`config.mk`:
```
export PLATFORM = sky130hd
export DESIGN_NAME = mul_div_unit
export DESIGN_NICKNAME = d
export VERILOG_FILES = /design/src/rtl/mul_div_unit.sv
export SDC_FILE = /design/constraint.sdc
export NUM_CORES = 1
export LEC_CHECK = 0
export ABC_CLOCK_PERIOD_IN_PS = 6660
export BUFFER_PORTS_ARGS = -buffer_cell sky130_fd_sc_hd__buf_2
export CAP_MARGIN = 20
export CORE_MARGIN = 4
export CORE_UTILIZATION = 53
export DETAILED_ROUTE_END_ITERATION = 16
export GPL_TIMING_DRIVEN = 0
export HOLD_SLACK_MARGIN = 0.06
export PLACE_DENSITY = 0.71
export SETUP_SLACK_MARGIN = 0.4
export SLEW_MARGIN = 40
export SYNTH_ARGS = -nofsm -noshare
export SYNTH_HDL_FRONTEND = slang
export SYNTH_SLANG_ARGS = --single-unit
```
`constraint.sdc`:
```
create_clock -name clk -period 6.66 [get_ports clk]
set_input_delay 0.333 -clock clk [delete_from_list [all_inputs] [get_ports clk]]
set_output_delay 0.333 -clock clk [all_outputs]
set_load 0.02 [all_outputs]
```
`src/rtl/mul_div_unit.sv`:
```
// rtl/mul_div_unit.sv - iterative RV32M multiply/divide unit for the execute stage
//
// Purpose: computes one M-extension operation at a time. Multiply is radix-2
// shift-add, divide is radix-2 restoring, both on sign-stripped magnitudes with
// the sign fixed up while entering DONE. Divide-by-zero and signed overflow
// finish in one cycle. busy is the Controller's structure-hazard stall, and
// clear aborts the operation in flight on a branch miss.
//
// Ports:
//   clk    - clock, rising edge
//   rst    - asynchronous active-high reset
//   start  - execute stage holds an M-op (level, sampled only in IDLE)
//   op     - funct3: MUL, MULH, MULHSU, MULHU, DIV, DIVU, REM, REMU
//   src1   - rs1 operand, captured on accept
//   src2   - rs2 operand, captured on accept
//   clear  - abort the current operation (branch-miss flush)
//   busy   - stall request to the Controller
//   done   - one-cycle pulse, result valid
//   result - operation result, qualified by done
//
// Optional feature: define MULDIV_FAST_MUL_EN to replace the iterative
// multiply with a single-cycle combinational multiplier (divide is unchanged).

module mul_div_unit #(
    parameter int DATA_WIDTH = 32
) (
    input  logic                  clk,
    input  logic                  rst,
    input  logic                  start,
    input  logic [2:0]            op,
    input  logic [DATA_WIDTH-1:0] src1,
    input  logic [DATA_WIDTH-1:0] src2,
    input  logic                  clear,
    output logic                  busy,
    output logic                  done,
    output logic [DATA_WIDTH-1:0] result
);

    localparam int W  = DATA_WIDTH;
    localparam int CW = $clog2(DATA_WIDTH);
    localparam logic [CW-1:0] LAST_COUNT = CW'(DATA_WIDTH - 1);
    localparam logic [W-1:0]  MOST_NEG   = {1'b1, {(W-1){1'b0}}};

    localparam logic [2:0] OP_MULH   = 3'b001;
    localparam logic [2:0] OP_MULHSU = 3'b010;
    localparam logic [2:0] OP_DIV    = 3'b100;
    localparam logic [2:0] OP_REM    = 3'b110;

    typedef enum logic [1:0] {
        IDLE = 2'd0,
        CALC = 2'd1,
        DONE = 2'd2
    } stateType;

    stateType      state;
    stateType      stateNext;
    logic [CW-1:0] counter;
    logic [2:0]    opReg;
    logic [W-1:0]  accHi;       // multiply: running high product; divide: partial remainder
    logic [W-1:0]  accLo;       // multiply: multiplier/low product; divide: dividend/quotient
    logic [W-1:0]  operandB;    // multiplicand or divisor magnitude
    logic          negMain;     // negate product (multiply) or quotient (divide)
    logic          negRem;      // negate remainder (sign of the dividend)
    logic [W-1:0]  resultReg;

    // ---------------- operand decode, evaluated on the incoming op ----------------
    logic         aSigned;
    logic         bSigned;
    logic         aNeg;
    logic         bNeg;
    logic [W-1:0] magA;
    logic [W-1:0] magB;
    logic         divByZero;
    logic         divOverflow;
    logic         isSpecial;
    logic [W-1:0] specialResult;
    logic         accept;

    always_comb begin
        aSigned     = (op == OP_MULH) || (op == OP_MULHSU) || (op == OP_DIV) || (op == OP_REM);
        bSigned     = (op == OP_MULH) || (op == OP_DIV) || (op == OP_REM);
        aNeg        = aSigned & src1[W-1];
        bNeg        = bSigned & src2[W-1];
        // -MOST_NEG wraps to itself, which is the correct unsigned magnitude
        magA        = aNeg ? -src1 : src1;
        magB        = bNeg ? -src2 : src2;
        divByZero   = op[2] && (src2 == '0);
        divOverflow = ((op == OP_DIV) || (op == OP_REM)) && (src1 == MOST_NEG) && (src2 == '1);
        isSpecial   = divByZero || divOverflow;
        // op[1] selects remainder for the divide group
        if (divByZero) begin
            specialResult = op[1] ? src1 : '1;
        end else begin
            specialResult = op[1] ? '0 : src1;
        end
    end

    assign accept = (state == IDLE) && start && !clear;

`ifdef MULDIV_FAST_MUL_EN
    // (W+1)-bit signed operands, sign-extended to the full product width so a
    // plain multiply gives the right low 2W bits for every signedness mix.
    logic           fastHit;
    logic [2*W-1:0] fastA;
    logic [2*W-1:0] fastB;
    logic [2*W-1:0] fastProd;
    logic [W-1:0]   fastResult;

    always_comb begin
        fastHit    = ~op[2];
        fastA      = {{W{aNeg}}, src1};
        fastB      = {{W{bNeg}}, src2};
        fastProd   = fastA * fastB;
        fastResult = (op[1:0] == 2'b00) ? fastProd[W-1:0] : fastProd[2*W-1:W];
    end
`else
    logic fastHit;
    assign fastHit = 1'b0;
`endif

    // ---------------- one radix-2 step on the latched operation ----------------
    logic [W:0]   mulSum;
    logic [W:0]   divShift;
    logic [W:0]   divDiff;
    logic         divFits;
    logic [W-1:0] stepHi;
    logic [W-1:0] stepLo;

    always_comb begin
        mulSum   = {1'b0, accHi} + (accLo[0] ? {1'b0, operandB} : '0);
        divShift = {accHi, accLo[W-1]};
        divDiff  = divShift - {1'b0, operandB};
        // remainder stays below the divisor, so a set top bit can only mean a borrow
        divFits  = ~divDiff[W];
        if (opReg[2]) begin
            stepHi = divFits ? divDiff[W-1:0] : divShift[W-1:0];
            stepLo = {accLo[W-2:0], divFits};
        end else begin
            stepHi = mulSum[W:1];
            stepLo = {mulSum[0], accLo[W-1:1]};
        end
    end

    // ---------------- sign fix-up applied while entering DONE ----------------
    logic [2*W-1:0] product;
    logic [2*W-1:0] productSigned;
    logic [W-1:0]   quotSigned;
    logic [W-1:0]   remSigned;
    logic [W-1:0]   finalResult;

    always_comb begin
        product       = {stepHi, stepLo};
        productSigned = negMain ? -product : product;
        quotSigned    = negMain ? -stepLo : stepLo;
        remSigned     = negRem ? -stepHi : stepHi;
        if (opReg[2]) begin
            finalResult = opReg[1] ? remSigned : quotSigned;
        end else begin
            finalResult = (opReg[1:0] == 2'b00) ? productSigned[W-1:0] : productSigned[2*W-1:W];
        end
    end

    // ---------------- FSM next state and outputs ----------------
    always_comb begin
        stateNext = state;
        busy      = 1'b0;
        done      = 1'b0;
        case (state)
            IDLE: begin
                busy = accept;
                if (accept) begin
                    stateNext = (isSpecial || fastHit) ? DONE : CALC;
                end
            end
            CALC: begin
                busy = 1'b1;
                if (counter == LAST_COUNT) begin
                    stateNext = DONE;
                end
            end
            DONE: begin
                // start is the same instruction leaving execute; never re-accepted here
                done      = 1'b1;
                stateNext = IDLE;
            end
            default: stateNext = IDLE;
        endcase
        if (clear) begin
            stateNext = IDLE;
        end
    end

    assign result = resultReg;

    // ---------------- state and datapath registers ----------------
    always_ff @(posedge clk or posedge rst) begin
        if (rst) begin
            state     <= IDLE;
            counter   <= '0;
            opReg     <= '0;
            accHi     <= '0;
            accLo     <= '0;
            operandB  <= '0;
            negMain   <= 1'b0;
            negRem    <= 1'b0;
            resultReg <= '0;
        end else begin
            state <= stateNext;
            if (clear) begin
                counter <= '0;
            end else if (accept) begin
                opReg    <= op;
                counter  <= '0;
                accHi    <= '0;
                accLo    <= magA;
                operandB <= magB;
                negMain  <= aNeg ^ bNeg;
                negRem   <= aNeg;
                if (isSpecial) begin
                    resultReg <= specialResult;
                end
`ifdef MULDIV_FAST_MUL_EN
                else if (fastHit) begin
                    resultReg <= fastResult;
                end
`endif
            end else if (state == CALC) begin
                accHi   <= stepHi;
                accLo   <= stepLo;
                counter <= counter + CW'(1);
                if (counter == LAST_COUNT) begin
                    resultReg <= finalResult;
                end
            end
        end
    end

endmodule

```
==> results.json, run 1 <==
{
  "rsz0062_at_grt": "no",
  "status": "finished clean",
  "num_rows": 63,
  "clkTransAtPathRegs_ns": 0.07,
  "antenna_left": 0,
  "p_leak_nw": 7.34,
  "coreArea_um2": 29800,
  "setup_viol": 0,
  "yosys_warnings": 0,
  "worst_setup_path_start_kind": "flip-flop",
  "cp_common_cell": "buf_4",
  "fin_crit_ns": 6.26,
  "path_delay_family": "buffers and inverters",
  "io_pins": 105,
  "drt_wl_total_um": 71300,
  "hold_viol": 0,
  "finalPower_mw": 8.99,
  "syn_area_um2": 16100,
  "cts_buffers": 17,
  "grt_pass1_vias": 17402,
  "slowest_delay_ns": 0.58,
  "viasPerCell": 6.93,
  "drive_gt1_share_pct": 12.5,
  "num_vias": 18786,
  "synth-seq-cells": 140,
  "drt_iter0_drc": 2668,
  "slowest_stage": "or4_4",
  "grt_max_degree": 79,
  "nets": 2453,
  "synth_edf_count": 0,
  "finClkSkew_ns": 0.0124,
  "yosys_most_used_dff": "dfrtp_1",
  "cellPowerDensity_nw_per_um2": 497,
  "worstPathArrival_ns": 6.59,
  "vdd_drop_max_mv": 0.214,
  "endpoint_kind": "flip-flop",
  "port_buffers": 103,
  "synth.area.top_cells": "dfrtp_1 (22%), o21ai_0 (6.8%), nand2_1 (6.1%), ha_1 (5.5%), a21oi_1 (4.8%)",
  "max_cap_violations": 0,
  "insertedDiodeCount": 0,
  "cts-root-buf": "clkbuf_16",
  "synth_seq_area_share_pct": 21.8,
  "start_util_pct": 54.0,
  "grt_pass1_wl_um": 107000,
  "grt_usage_pct": 41.6,
  "ys_types": 98,
  "path_cells": "buf_4, buf_4, buf_4, buf_4, clkbuf_4, buf_4, buf_2, clkbuf_4, buf_4, buf_4, buf_4, a21oi_1, inv_1, ha_2, nand3_2, buf_6, or4_4, o41ai_2, xor2_1, o221ai_1, o21a_1",
  "synthArstFlopShare_pct": 100,
  "htree_levels": 4,
  "worstPathMaxFanout": 10,
  "gp_congestion": 1.07,
  "cts_tree": "done",
  "drc": 0,
  "clock_sinks": 140,
  "period_share_pct": 93.9,
  "utilization_pct": 60.6,
  "path_class": "flip-flop to flip-flop",
  "die_width_um": 182,
  "slew_headroom_pct": 32.5,
  "dr.pass1.iters": 7,
  "clk_latency_ns": 0.45,
  "die_area_um2": 33200,
  "synth_cells": 2176,
  "critPathRequiredTime_ns": 7.00,
  "clk_path_buf_depth": 2,
  "max_freq_ghz": 0.160,
  "maxSlewViolCount": 0,
  "synth_area_per_cell_um2": 7.40,
  "gr-total-overflow": 0,
  "wire_per_inst_um": 26.3,
  "crit_buf_inv": 13,
  "yosysTopAreaCell": "dfrtp_1",
  "syn_nets": 2320,
  "area_growth_pct": 12.2,
  "antenna_found_initial": 0,
  "worst_pin_slew_ns": 1.01,
  "synth_top_area_share_pct": 21.8,
  "dp_hpwl_um": 56800,
  "hp-class": "primary input to flip-flop",
  "die_h_um": 182
}
worst min-delay path: stages:
cell     delay [ns]
buf_2          0.13
nand2_1        0.06
nand2_1        0.04
synthesized netlist by cell type, drive strengths merged, types with 11 or more instances:
library cell and number:
nand4 32, a221oi 15, or4 17, xor2 83, maj3 11, o31ai 31, nand3 48, inv 72
and2 41, xnor2 84, o2111ai 12, nor2b 19, nand2 261, ha 71, a21oi 159, mux2i 37
nor2 178, a211oi 24, o21ai 228, a21o 29, or3 21, buf 46, dfrtp 140, clkbuf 97
nor4 22, o211ai 52, nor3 63, a22o 21, o22ai 11, o221ai 13, nand2b 22, a31oi 35
mux2 11
layer usage:
metal | wire, um | up-vias | track usage, % | share of wire, %
li1 | - | 8278 | - | -
met1 | 29500 | 9053 | 58.4 | 41
met2 | 29800 | 1242 | 61.6 | 42
met3 | 9080 | 213 | 11.6 | 13
met4 | 2850 | 0 | 14.4 | 4.0
met5 | 0 | - | 0 | 0
repair_timing:
| item | in CTS | in global routing |
|---|---|---|
| gates resized for setup | 32 | 29 |
| pin swaps | 5 | 8 |
| hold buffers | 1 | 0 |
| endpoints found under the setup margin | 17 | 14 |
| setup buffers | 6 | 3 |
| hold endpoints to repair | 77 | 0 |
placed cells by master (no fill, tap or decap), drive strengths merged, types with 32 or more instances in the layout:
cell	n
o211ai	52
nor2	178
nand3	48
dfrtp	140
o21ai	228
clkbuf	119
ha	71
a31oi	35
mux2i	37
xnor2	84
a21oi	159
xor2	83
nor3	63
and2	41
buf	156
inv	74
nand4	32
nand2	261
path summary, 6_finish.rpt:
path                                       start                       end  slack, ns  depth (start not counted)
max reg2reg                 opReg[2]$_DFFE_PP0P_    result[24]$_DFFE_PP0P_       0.40                         21
min                                        op[0]      opReg[0]$_DFFE_PP0P_       0.16                          3
max in group asynchronous                    rst     accHi[25]$_DFFE_PP0P_       5.37                          4
min reg2reg                result[0]$_DFFE_PP0P_     result[0]$_DFFE_PP0P_       0.48                          2
max                         opReg[2]$_DFFE_PP0P_    result[24]$_DFFE_PP0P_       0.40                         21
min in group asynchronous                    rst  operandB[17]$_DFFE_PP0P_       0.50                          3
report_power, final:
part | internal [mW] | leakage, nW | switching (mW)
registers | 1.15 | 1.73 | 0.433
clock network | 0.602 | 0.290 | 0.430
logic | 2.13 | 5.32 | 4.24
through the flow:
step | hold slack [ns] | instances | setup WS, ns | TNS [ns] | area [um^2]
floorplan | 0.438 | 2176 | 0.943 | 0 | 16100
global placement | 0.460 | 2669 | -0.506 | -5.71 | 17100
detailed placement | 0.440 | 2670 | -0.609 | -6.79 | 17200
CTS | 0.145 | 2709 | 0.409 | 0 | 17900
global route | 0.182 | 2712 | 0.440 | 0 | 18100
finish | 0.162 | 2712 | 0.403 | 0 | 18100
registers in the layout, indices dropped and copies added, names as in the netlist:
signal    count
negMain       1
negRem        1
opReg         3
result       32
state         2
operandB     32
accHi        32
counter       5
accLo        32
logic make-up (layout without fill, tap and decap cells):
family	Yosys count	after routing	share of synthesized area [%]
XOR/XNOR	167	167	9.08
adder cells (fa/ha/maj)	84	84	6.45
AO/OA/AOI/OAI	744	744	30.4
flip-flops	140	140	21.8
multiplexers	48	48	3.07
AND/OR/NAND/NOR	777	777	23.7
buffers and inverters	216	362	5.52
layout make-up:
class / count / area, um^2
clock inverter: 13 / 166
buffer: 143 / 659
fill: 2834 / 11700
tap: 390 / 488
clock buffer: 19 / 443
multi-input combinational: 1820 / 11900
timing repair buffer: 114 / 621
inverter: 73 / 282
sequential: 140 / 3510
Power figures use the tool's default switching activity.
==> run 2: changes to the inputs <==
--- a/config.mk
+++ b/config.mk
@@ -11,8 +11,8 @@
 export CORE_MARGIN = 4
 export CORE_UTILIZATION = 53
 export DETAILED_ROUTE_END_ITERATION = 16
-export GPL_TIMING_DRIVEN = 0
 export HOLD_SLACK_MARGIN = 0.06
+export MAX_ROUTING_LAYER = met4
 export PLACE_DENSITY = 0.71
 export SETUP_SLACK_MARGIN = 0.4
 export SLEW_MARGIN = 40
==> run 2 against run 1 <==
  * Power shrank 3.5%
  * Non-clock buffer count shrank 101
  * Worst setup slack gained 0.26 ns
  * Global-route usage shrank 3.4 points
  * Sequential power shrank 3%
  * Fmax grew 4.4%
  * Via count shrank 5.8%
  * Worst hold slack lost 0.013 ns
  * Critical path type unchanged
==> results.json, run 2 (synthesized netlist as in run 1, its figures left out) <==
{
  "coreArea_um2": 29800,
  "hold_path_end": "opReg[0]$_DFFE_PP0P_",
  "status": "finished clean",
  "grt_max_degree": 99,
  "cts_buffers": 17,
  "nFillCells": 2786,
  "comb_power_share_pct": 70.3,
  "path_class": "flip-flop to flip-flop",
  "worstPathArrival_ns": 6.38,
  "setup_viol": 0,
  "period_share_pct": 90.0,
  "endpoint_kind": "flip-flop",
  "reg2reg_from": "accLo[0]$_DFFE_PP0P_",
  "drt_iter0_drc": 2202,
  "vdd_drop_max_mv": 0.237,
  "die_width_um": 182,
  "rr_endpoint": "result[30]$_DFFE_PP0P_",
  "htree_levels": 4,
  "nets": 2352,
  "finClkSkew_ns": 0.0113,
  "min_path_cells": 3,
  "setup_tns_ns": 0,
  "drt_wl_total_um": 62900,
  "p_sw_share_pct": 55.5,
  "grt_pass1_wl_um": 96900,
  "slew_headroom_pct": 30.2,
  "dr.pass1.iters": 6,
  "drc": 0,
  "critPathRequiredTime_ns": 7.04,
  "port_buffers": 104,
  "clock_sinks": 140,
  "ff2ff_setup_slack_ns": 0.66,
  "rsz0062_at_grt": "no",
  "wire_per_inst_um": 24.1,
  "grt_usage_pct": 38.2,
  "antenna_left": 0,
  "p_leak_nw": 7.21,
  "fin_crit_ns": 6.00,
  "clk_path_buf_depth": 2,
  "cellPowerDensity_nw_per_um2": 491,
  "gp_congestion": 1.05,
  "hp-class": "primary input to flip-flop",
  "drive_gt1_share_pct": 12.0,
  "worst_setup_path_start_kind": "flip-flop",
  "num_vias": 17697,
  "maxSlewViolCount": 0,
  "p_int_mw": 3.86,
  "switchingPower_mw": 4.81,
  "gr-total-overflow": 0,
  "max_freq_ghz": 0.167,
  "hold_viol": 0,
  "max_cap_violations": 0,
  "r2r_cells": 16,
  "area_growth_pct": 9.61,
  "p_clk_share_pct": 12.0,
  "num_rows": 63,
  "mostFrequentLayoutCells": "nand2_1 (261), o21ai_0 (217), nor2_1 (175)",
  "insertedDiodeCount": 0,
  "worstHoldStart": "op[0]",
  "worstPathMaxFanout": 17,
  "p_seq_share_pct": 17.7,
  "clkTransAtPathRegs_ns": 0.07,
  "cts_tree": "done",
  "viasPerCell": 6.78,
  "grt_pass1_vias": 16024,
  "die_area_um2": 33200,
  "final_common_cell": "nand2_1",
  "clk_latency_ns": 0.46,
  "cts-root-buf": "clkbuf_16",
  "utilization_pct": 59.2,
  "worst_pin_slew_ns": 1.05,
  "start_util_pct": 54.0,
  "io_pins": 105,
  "die_h_um": 182,
  "dp_hpwl_um": 47900,
  "antenna_found_initial": 0
}
## run 2: worst max-delay path, stage by stage, from the launching register on
cell and delay (ns):
dfrtp_1 0.72, and2_1 0.22, ha_1 0.29, o21ai_0 0.53, a2111oi_0 0.21, a22oi_1 0.56, nor2b_1 0.31, xnor2_1 0.29
nor3_1 0.35, a311oi_1 0.14, buf_4 0.25, or4_4 0.44, or4_1 0.63, o31ai_1 0.39, xor2_1 0.12, a211o_1 0.31
a21oi_1 0.14
## run 2: power groups by stage
stage                     combinational (mW)  clock [mW]  sequential (mW)
final                                   6.09        1.04             1.54
after CTS                               5.85        1.05             1.52
after floorplan                         4.06           0             1.48
after global routing                    6.52        1.09             1.57
after detailed placement                5.82           0             1.53
after global placement                  5.77           0             1.51
## run 2: metrics by stage
stage                     total power [mW]  cell area [um^2]  setup WS (ns)  hold WS, ns  cells
final                                 8.67             17700          0.664        0.149   2611
after global routing                  9.18             17700          0.415        0.144   2611
after CTS                             8.42             17600          0.519        0.137   2608
after detailed placement              7.35             16900          0.548        0.467   2575
after floorplan                       5.55             16100          0.943        0.438   2176
after global placement                7.29             16900          0.624        0.461   2574
## run 2: final cells by class
cell class	instances	area, um^2	share of cell area [%]
Multi-Input combinational cell	1820	11800	66.8
Clock buffer	18	429	2.43
Tap cell	390	488	2.76
Sequential cell	140	3510	19.9
Clock inverter	14	185	1.05
Timing Repair Buffer	156	963	5.46
Inverter	73	279	1.58
## run 2: repair_timing
item,4_1_cts,5_1_grt
endpoints found under the setup margin,0,10
hold buffers,1,0
setup buffers,0,0
hold endpoints to repair,43,0
resized for setup,0,8
## run 2: worst max path at each step
stage	start	end
detailed placement	accLo[31]$_DFFE_PP0P_	result[30]$_DFFE_PP0P_
finish	accLo[0]$_DFFE_PP0P_	result[30]$_DFFE_PP0P_
global placement	accLo[31]$_DFFE_PP0P_	result[30]$_DFFE_PP0P_
CTS	accLo[31]$_DFFE_PP0P_	result[30]$_DFFE_PP0P_
floorplan	accLo[31]$_DFFE_PP0P_	result[30]$_DFFE_PP0P_
global route	accLo[31]$_DFFE_PP0P_	result[14]$_DFFE_PP0P_
## run 2: per-layer routing
metal,part of all wire (%),vias up,track usage [%]
met4,3.5,0,11.8
li1,-,8095,-
met1,43,8438,54.1
met5,0,-,-
met2,42,1024,52.9
met3,12,140,10.7
